==> config.mk <==
export PLATFORM = sky130hd
export DESIGN_NAME = tbec_scrubber
export DESIGN_NICKNAME = d
export VERILOG_FILES = /design/src/rtl/tbec_scrubber.sv
export SDC_FILE = /design/constraint.sdc
export NUM_CORES = 1
export LEC_CHECK = 0
export BUFFER_PORTS_ARGS = -buffer_cell sky130_fd_sc_hd__buf_2
export CAP_MARGIN = 40
export CORE_ASPECT_RATIO = 0.8
export CORE_MARGIN = 8
export CORE_UTILIZATION = 25
export DETAILED_ROUTE_END_ITERATION = 7
export SLEW_MARGIN = 20
export SYNTH_ARGS = -nofsm -noshare
export SYNTH_HDL_FRONTEND = slang
export SYNTH_SLANG_ARGS = --single-unit
==> constraint.sdc <==
create_clock -name clk -period 1.65 [get_ports clk]
set_input_delay 0.33 -clock clk [delete_from_list [all_inputs] [get_ports clk]]
set_output_delay 0.33 -clock clk [all_outputs]
set_load 0.05 [all_outputs]
==> src/rtl/tbec_scrubber.sv <==
// Host/scrub arbiter for an ECC-protected memory: serves host accesses and periodically
// scrubs one word, writing back corrected data. Statistics counters exist only with TBEC_SCRUB_STATS_EN.
`timescale 1ns/1ps

module tbec_scrubber #(
  parameter int NUM_WORDS      = 8,
  parameter int SCRUB_INTERVAL = 1024
) (
  input  logic        clk,
  input  logic        rst,
  input  logic        host_req,
  input  logic        host_we,
  input  logic [7:0]  host_addr,
  input  logic [15:0] host_wdata,
  output logic        host_ack,
  output logic [15:0] host_rdata,
  output logic [1:0]  host_err,
  output logic [7:0]  mem_addr,
  output logic [15:0] mem_wdata,
  output logic        mem_we,
  input  logic [15:0] mem_rdata,
  input  logic [1:0]  mem_err,
  input  logic        scrub_en,
  input  logic        irq_clr,
  output logic        uncorr_irq,
  output logic [15:0] corr_count,
  output logic [15:0] uncorr_count
);

  localparam int             CW        = $clog2(SCRUB_INTERVAL + 1);
  localparam logic [CW-1:0]  INTV_MAX  = CW'(SCRUB_INTERVAL - 1);
  localparam logic [7:0]     PTR_MAX   = 8'(NUM_WORDS - 1);
  localparam logic [8:0]     NUM_WORDS_W = 9'(NUM_WORDS);

  typedef enum logic [1:0] {
    IDLE      = 2'd0,
    HOST      = 2'd1,
    SCRUB_CHK = 2'd2,
    SCRUB_FIX = 2'd3
  } state_t;

  state_t        state_r, state_s;
  logic          cap_we_r, cap_we_s;
  logic [7:0]    cap_addr_r, cap_addr_s;
  logic [7:0]    scrub_ptr_r, scrub_ptr_s;
  logic [CW-1:0] intv_r, intv_s;
  logic          host_ack_r, host_ack_s;
  logic [15:0]   host_rdata_r, host_rdata_s;
  logic [1:0]    host_err_r, host_err_s;
  logic [7:0]    mem_addr_r, mem_addr_s;
  logic [15:0]   mem_wdata_r, mem_wdata_s;
  logic          mem_we_r, mem_we_s;
  logic          uncorr_irq_r, uncorr_irq_s;
  logic          uncorr_set_s;

  function automatic logic [7:0] ptr_next(input logic [7:0] p);
    if (p >= PTR_MAX) begin
      return 8'd0;
    end else begin
      return p + 8'd1;
    end
  endfunction

  function automatic logic addr_ok(input logic [7:0] a);
    return ({1'b0, a} < NUM_WORDS_W);
  endfunction

  // Next-state, datapath and next memory-port values (memory port is registered)
  always_comb begin
    state_s      = state_r;
    cap_we_s     = cap_we_r;
    cap_addr_s   = cap_addr_r;
    scrub_ptr_s  = scrub_ptr_r;
    intv_s       = intv_r;
    host_ack_s   = 1'b0;
    host_rdata_s = host_rdata_r;
    host_err_s   = host_err_r;
    mem_addr_s   = 8'd0;
    mem_wdata_s  = 16'd0;
    mem_we_s     = 1'b0;
    uncorr_set_s = 1'b0;

    case (state_r)
      IDLE: begin
        if (scrub_en && (intv_r != INTV_MAX)) begin
          intv_s = intv_r + CW'(1);
        end else begin
          intv_s = intv_r;
        end
        if (host_req && !host_ack_r) begin
          state_s    = HOST;
          cap_we_s   = host_we;
          cap_addr_s = host_addr;
          mem_addr_s = host_addr;
          if (host_we && addr_ok(host_addr)) begin
            mem_we_s    = 1'b1;
            mem_wdata_s = host_wdata;
          end else begin
            mem_we_s    = 1'b0;
          end
        end else if (scrub_en && (intv_r == INTV_MAX)) begin
          state_s    = SCRUB_CHK;
          intv_s     = {CW{1'b0}};
          mem_addr_s = scrub_ptr_r;
        end else begin
          state_s = IDLE;
        end
      end
      HOST: begin
        state_s    = IDLE;
        host_ack_s = 1'b1;
        if (!addr_ok(cap_addr_r)) begin
          host_rdata_s = 16'd0;
          host_err_s   = 2'b11;
        end else if (cap_we_r) begin
          host_rdata_s = 16'd0;
          host_err_s   = 2'b00;
        end else begin
          host_rdata_s = mem_rdata;
          host_err_s   = mem_err[1] ? 2'b10 : mem_err;
        end
      end
      SCRUB_CHK: begin
        case (mem_err)
          2'b00: begin
            scrub_ptr_s = ptr_next(scrub_ptr_r);
            state_s     = IDLE;
          end
          2'b01: begin
            state_s     = SCRUB_FIX;
            mem_we_s    = 1'b1;
            mem_addr_s  = scrub_ptr_r;
            mem_wdata_s = mem_rdata;
          end
          default: begin
            uncorr_set_s = 1'b1;
            scrub_ptr_s  = ptr_next(scrub_ptr_r);
            state_s      = IDLE;
          end
        endcase
      end
      SCRUB_FIX: begin
        scrub_ptr_s = ptr_next(scrub_ptr_r);
        state_s     = IDLE;
      end
      default: begin
        state_s = IDLE;
      end
    endcase

    // A new uncorrectable error outranks a clear in the same cycle
    if (uncorr_set_s) begin
      uncorr_irq_s = 1'b1;
    end else if (irq_clr) begin
      uncorr_irq_s = 1'b0;
    end else begin
      uncorr_irq_s = uncorr_irq_r;
    end
  end

  // State and output registers
  always_ff @(posedge clk) begin
    if (rst) begin
      state_r      <= IDLE;
      cap_we_r     <= 1'b0;
      cap_addr_r   <= 8'd0;
      scrub_ptr_r  <= 8'd0;
      intv_r       <= {CW{1'b0}};
      host_ack_r   <= 1'b0;
      host_rdata_r <= 16'd0;
      host_err_r   <= 2'b00;
      mem_addr_r   <= 8'd0;
      mem_wdata_r  <= 16'd0;
      mem_we_r     <= 1'b0;
      uncorr_irq_r <= 1'b0;
    end else begin
      state_r      <= state_s;
      cap_we_r     <= cap_we_s;
      cap_addr_r   <= cap_addr_s;
      scrub_ptr_r  <= scrub_ptr_s;
      intv_r       <= intv_s;
      host_ack_r   <= host_ack_s;
      host_rdata_r <= host_rdata_s;
      host_err_r   <= host_err_s;
      mem_addr_r   <= mem_addr_s;
      mem_wdata_r  <= mem_wdata_s;
      mem_we_r     <= mem_we_s;
      uncorr_irq_r <= uncorr_irq_s;
    end
  end

  assign host_ack   = host_ack_r;
  assign host_rdata = host_rdata_r;
  assign host_err   = host_err_r;
  assign mem_addr   = mem_addr_r;
  assign mem_wdata  = mem_wdata_r;
  assign mem_we     = mem_we_r;
  assign uncorr_irq = uncorr_irq_r;

`ifdef TBEC_SCRUB_STATS_EN
  logic [15:0] corr_count_r, uncorr_count_r;
  logic        corr_inc_s, uncorr_inc_s;

  function automatic logic [15:0] sat_inc16(input logic [15:0] v);
    return (v == 16'hFFFF) ? v : v + 16'd1;
  endfunction

  // Scrub event decode for the statistics counters
  always_comb begin
    corr_inc_s   = 1'b0;
    uncorr_inc_s = 1'b0;
    if (state_r == SCRUB_FIX) begin
      corr_inc_s = 1'b1;
    end else begin
      corr_inc_s = 1'b0;
    end
    if ((state_r == SCRUB_CHK) && mem_err[1]) begin
      uncorr_inc_s = 1'b1;
    end else begin
      uncorr_inc_s = 1'b0;
    end
  end

  // Saturating event counters
  always_ff @(posedge clk) begin
    if (rst) begin
      corr_count_r   <= 16'd0;
      uncorr_count_r <= 16'd0;
    end else begin
      if (corr_inc_s) begin
        corr_count_r <= sat_inc16(corr_count_r);
      end
      if (uncorr_inc_s) begin
        uncorr_count_r <= sat_inc16(uncorr_count_r);
      end
    end
  end

  assign corr_count   = corr_count_r;
  assign uncorr_count = uncorr_count_r;
`else
  assign corr_count   = 16'd0;
  assign uncorr_count = 16'd0;
`endif

endmodule

* After elaboration in Yosys (flattened, before gate mapping)
Cells that the tools add are included.
** Word-level totals
- Register bits after elaboration :: 75
- Input port bits :: 48
- Output and inout port bits :: 77
- Word-level logic and storage cells :: 69
** Operators by class
- $add $sub $neg :: 2
- Order comparisons :: 3
- Eq/ne operators :: 7
- Multiplexer cells :: 32
- Reductions and logical operators :: 13
** Operators by type and width (count)
- 2-to-1 mux 16 bit :: 5
- 2-to-1 mux 8 bit :: 5
- 2-to-1 mux 11 bit :: 3
- one-hot mux 16 bit (2 select lines) :: 1
- one-hot mux 8 bit (2 select lines) :: 2
- < comparator 8 x 4 -> 1 bit, second input constant :: 2
- 2-to-1 mux 2 bit :: 6
- adder 11 x 1 -> 11 bit, second input constant :: 1
- == test 11 x 10 -> 1 bit, second input constant :: 1
- != test 11 x 10 -> 1 bit, second input constant :: 1
- adder 8 x 1 -> 8 bit, second input constant :: 1
- >= comparator 8 x 3 -> 1 bit, second input constant :: 1
- 2-to-1 mux 1 bit :: 8
- one-hot mux 2 bit (3 select lines) :: 1
- == test 2 x 1 -> 1 bit, second input constant :: 2
- == test 2 bit, second input constant :: 2
- logical AND 1 bit :: 4
- logical NOT 2 bit :: 2
- AND reduction 2 bit :: 2
- nonzero test 2 bit :: 2
- OR reduction 2 bit :: 2
- != test 2 bit, second input constant :: 1
- one-hot mux 1 bit (2 select lines) :: 1
- logical NOT 1 bit :: 1

* Depth between registers and ports, before layout
- Word-level depth :: 5
- Mapped depth :: 7
- Gate-level depth less buffers :: 5

* Worst setup path after synthesis
Ideal clock, no wire load.
- Kind :: register to register
- Start :: reg host_ack_r, in the netlist host_ack
- End :: reg mem_wdata_r[7], in the netlist mem_wdata[7]
- Setup time :: 65 ps
- Arrival :: 1638 ps
- Data required time :: 1585 ps
- Setup slack :: -53 ps
- Stages on the path, launching flop included :: 7
- Path buffers :: 2
- Clock period less this slack :: 1703 ps
- Cells stage by stage :: dfxtp_1 -> nor4b_4 -> and4b_1 -> buf_2 -> buf_4 -> a22oi_1 -> nor2_1
** Between the ends
- Cells in the longest elaborated chain, start to end :: 4
** RTL lines
- start: declaration :: RTL line 47 : logic host_ack_r, host_ack_s;
- start signal: assignment :: RTL line 182 : host_ack_r <= host_ack_s;
- logical NOT 1 bit :: RTL line 90 : if (host_req && !host_ack_r) begin
- logical AND 1 bit :: RTL line 90
- 2-to-1 mux 16 bit :: RTL line 90
- one-hot mux 16 bit (2 select lines) :: RTL line 83 : case (state_r)
- end signal: assignment :: RTL line 186 : mem_wdata_r <= mem_wdata_s;
- end: declaration :: RTL line 51 : logic [15:0] mem_wdata_r, mem_wdata_s;
Every way passes these cells.
A chain may end at the register's enable or synchronous reset.

* Final worst setup path
- Start :: reg state_r[1]
- End :: reg mem_addr_r[5], in the netlist mem_addr[5]
** Between the ends
- Cells in the longest elaborated chain, start to end :: 2
- Elaborated cells between the ends (all ways) :: 3
- Those cells by class :: eq/ne: 1; mux: 1; reduce/logical: 1
** RTL lines
- start: declaration :: RTL line 42 : state_t state_r, state_s;
- start signal: assignment :: RTL line 177 : state_r <= state_s;
- == test 2 bit or logical NOT 2 bit (tied branches) :: RTL line 83
- one-hot mux 8 bit (2 select lines) (*) :: RTL line 83
- end signal: assignment :: RTL line 185 : mem_addr_r <= mem_addr_s;
- end: declaration :: RTL line 50 : logic [7:0] mem_addr_r, mem_addr_s;
Every way passes the cells marked *; elsewhere a longest branch is shown, timed or not.

==> impl_metrics.yaml <==
setup_path:
  r2r_cells: 4
  r2r_start: "state_r[1]"
  crit_fanout: 5
  path_cells: "or3b_4 > or3_4 > o21bai_4 > a32o_1"
  crit_path_start_kind: "flip-flop"
  critPathCaptureType: "flip-flop"
  crit_required_ns: 1.92
  r2r_end: "mem_addr[5]"
  crit_slowest_cell: "or3_4"
  r2r_slack_ns: -0.02
  path_class: "reg -> reg"
  slowest_delay_ns: 0.45
  critPathArrivalTime_ns: 1.94
worst_hold_path:
  whs_path_depth: 2
  whs_endpoint: "mem_addr[1]"
  hp-class: "in -> reg"
  min-delay-start: "host_addr[1]"
power:
  p_leak_nw: 1.80
  p_per_area_nw_per_um2: 1060
  vdd_drop_max_mv: 0.510
  total_power_mw: 4.33
place:
  dpl_cell_area_um2: 3690
  globalplace.congestion: 0.764
  hpwl_mm: 6.70
  dp_cells: 581
  dp_slack_ns: -0.0483
  io_buffers: 92
sta:
  finalSetupTns_ns: -0.0376
  clock.fmax_mhz: 597
  skew_ns: 0.00757
  hold_viol_final: 0
  rsz0062_at_grt: "true"
  drv_slew: 0
  holdWs_ns: 0.217
  fin_crit_sh: 1.01
  setup_viol: 4
  period_needed_ns: 1.67
  worst_slack_ns: -0.0238
clock_tree:
  cts.sinks: 72
  clkLatencyLatePin_ns: 0.33
  h-tree-depth: 3
  cts_root_buf: "clkbuf_16"
  clock_path_buffers: 2
  cts_buffers: 9
  ctsHoldBuffers: 0
  cts_tree: "done"
  clkTransAtPathRegs_ns: 0.06
synth:
  synth-seq-area-share: 0.476
  synth-main-ff-cell: "dfxtp_1"
  synth_area_leaders: "dfxtp_1 48%, buf_4 8.4%, a22oi_1 8.2%"
  ys_async_sr_fraction: 0
  synth.top_cell.area_share: 0.476
  synth-seq-cells: 72
  yosys.cell_types.count: 48
  yosysWarningCount: 0
  synth_top_area_cell: "dfxtp_1"
  netlist_instances: 327
  synth.avg_cell_area_um2: 9.27
  synth_area_um2: 3030
  synth_edf_count: 0
layout:
  drive_gt1_frac: 0.346
  fin_nets: 493
  fin_area_um2: 4070
  insertedDiodeCount: 0
  layout_common_cells: "92 x buf_2, 71 x dfxtp_1, 52 x nor2_1"
  stdcell_count: 600
  syn2layout_area_growth_pct: 34.3
  utilization: 0.340
  final_common_cell: "buf_2"
global_route:
  grt_use_total: 0.110
  grt_max_degree: 19
  grt_pass1_wl_mm: 14.3
  grt_pass1_vias: 2821
  antenna_found_initial: 0
  grt_overflow: 0
die:
  dieWidth_um: 139
  placementRows: 36
  start_util: 0.253
  die_area_um2: 15900
  die_y_um: 114
  pin_count: 125
  design.core.area_um2: 12000
detailed_routing:
  vias: 2726
  totalWireLength_mm: 8.87
  viasPerCell: 4.54
  antenna_left: 0
  wl_per_cell_um: 14.8
  dr.first_iter.drc_count: 215
  drc: 0
  drt_first_pass_iters: 4
outcome:
  violations: "negative setup slack"
  status: "complete, but fails checks"
job:
  drv_cap: 0
-- area by class of cell --
cell class | count | area, um2
fillers | 1281 | 7910
flip-flops and latches | 72 | 1450
multi-input cells | 237 | 1440
repair buffers | 119 | 676
clock buffers | 9 | 225
well taps | 152 | 190
clock inverters | 7 | 78.8
inverters | 4 | 15.0
-- cells by family (layout without fill, tap and decap cells) --
family | after synthesis | count (layout) | share of synthesized area
and+or+nand+nor | 120 | 120 | 0.207
AOI/OAI and AO/OA | 78 | 80 | 0.190
DFF | 72 | 72 | 0.476
buffers and inverters | 51 | 139 | 0.109
adders and majority gates | 2 | 2 | 0.00826
muxes | 2 | 2 | 0.00661
other | 1 | 32 | 0.00124
xor gates and xnor gates | 1 | 1 | 0.00289
-- cell usage after synthesis (2+ instances only) --
master	count
and2_1	2
nor2b_1	2
ha_1	2
nand3b_1	2
or2_2	2
clkbuf_1	9
a21oi_1	18
buf_4	34
nand2_1	20
a32o_1	8
nor2_1	52
o31ai_1	4
or4_1	2
or3_1	3
o21bai_4	2
nor4_1	2
a22oi_1	33
and3_1	5
nand3_1	4
and4b_1	2
dfxtp_1	72
mux2i_1	2
nor3_1	9
nand2b_1	4
buf_2	2
inv_1	4
o21ai_0	5
-- power breakdown --
group | internal, mW | switching (mW)
combinational | 0.151 | 0.422
sequential | 1.78 | 0.0204
clock | 1.19 | 0.771
total | 3.12 | 1.21
-- worst max path at each step --
stage / start / endpoint / slack, ns / depth (start not counted)
after global routing: state_r[1] / mem_addr[5] / -0.06 / 4
after CTS: intv_r[1] / intv_r[1] / 0.005 / 6
final: state_r[1] / mem_addr[5] / -0.02 / 4
after floorplan: host_ack / mem_addr[0] / 0.004 / 4
after global placement: scrub_en / intv_r[8] / -0.003 / 5
after detailed placement: scrub_en / mem_addr[5] / -0.05 / 5
-- flip-flops by register name, indices dropped and copies added, names as in the netlist --
register,count
host_rdata,16
host_ack,1
mem_addr,8
host_err,2
mem_we,1
cap_addr_r,5
scrub_ptr_r,8
mem_wdata,16
intv_r,11
cap_we_r,1
uncorr_irq,1
state_r,2
-- per-layer routing --
| layer | global-route usage | share of wire | vias to the layer above |
|---|---|---|---|
| li1 | - | - | 1334 |
| met1 | 0.136 | 0.47 | 1289 |
| met2 | 0.178 | 0.46 | 93 |
| met3 | 0.0404 | 0.065 | 10 |
| met4 | 0.0314 | 0.012 | 0 |
| met5 | 0 | 0 | - |
-- timing repair --
| item | in CTS | in global routing |
|---|---|---|
| gates resized for setup | 1 | 9 |
| setup endpoints to repair | 17 | 26 |
| gates cloned | 1 | 1 |
| setup buffers | 0 | 1 |
| pin swaps | 1 | 11 |
-- worst max-delay path: cells and delay by family (launching register included) --
family	cells	cell delay (ns)
flops	1	0.35
compound gates	2	0.44
simple gates	2	0.82
Power figures use the tool's default switching activity.
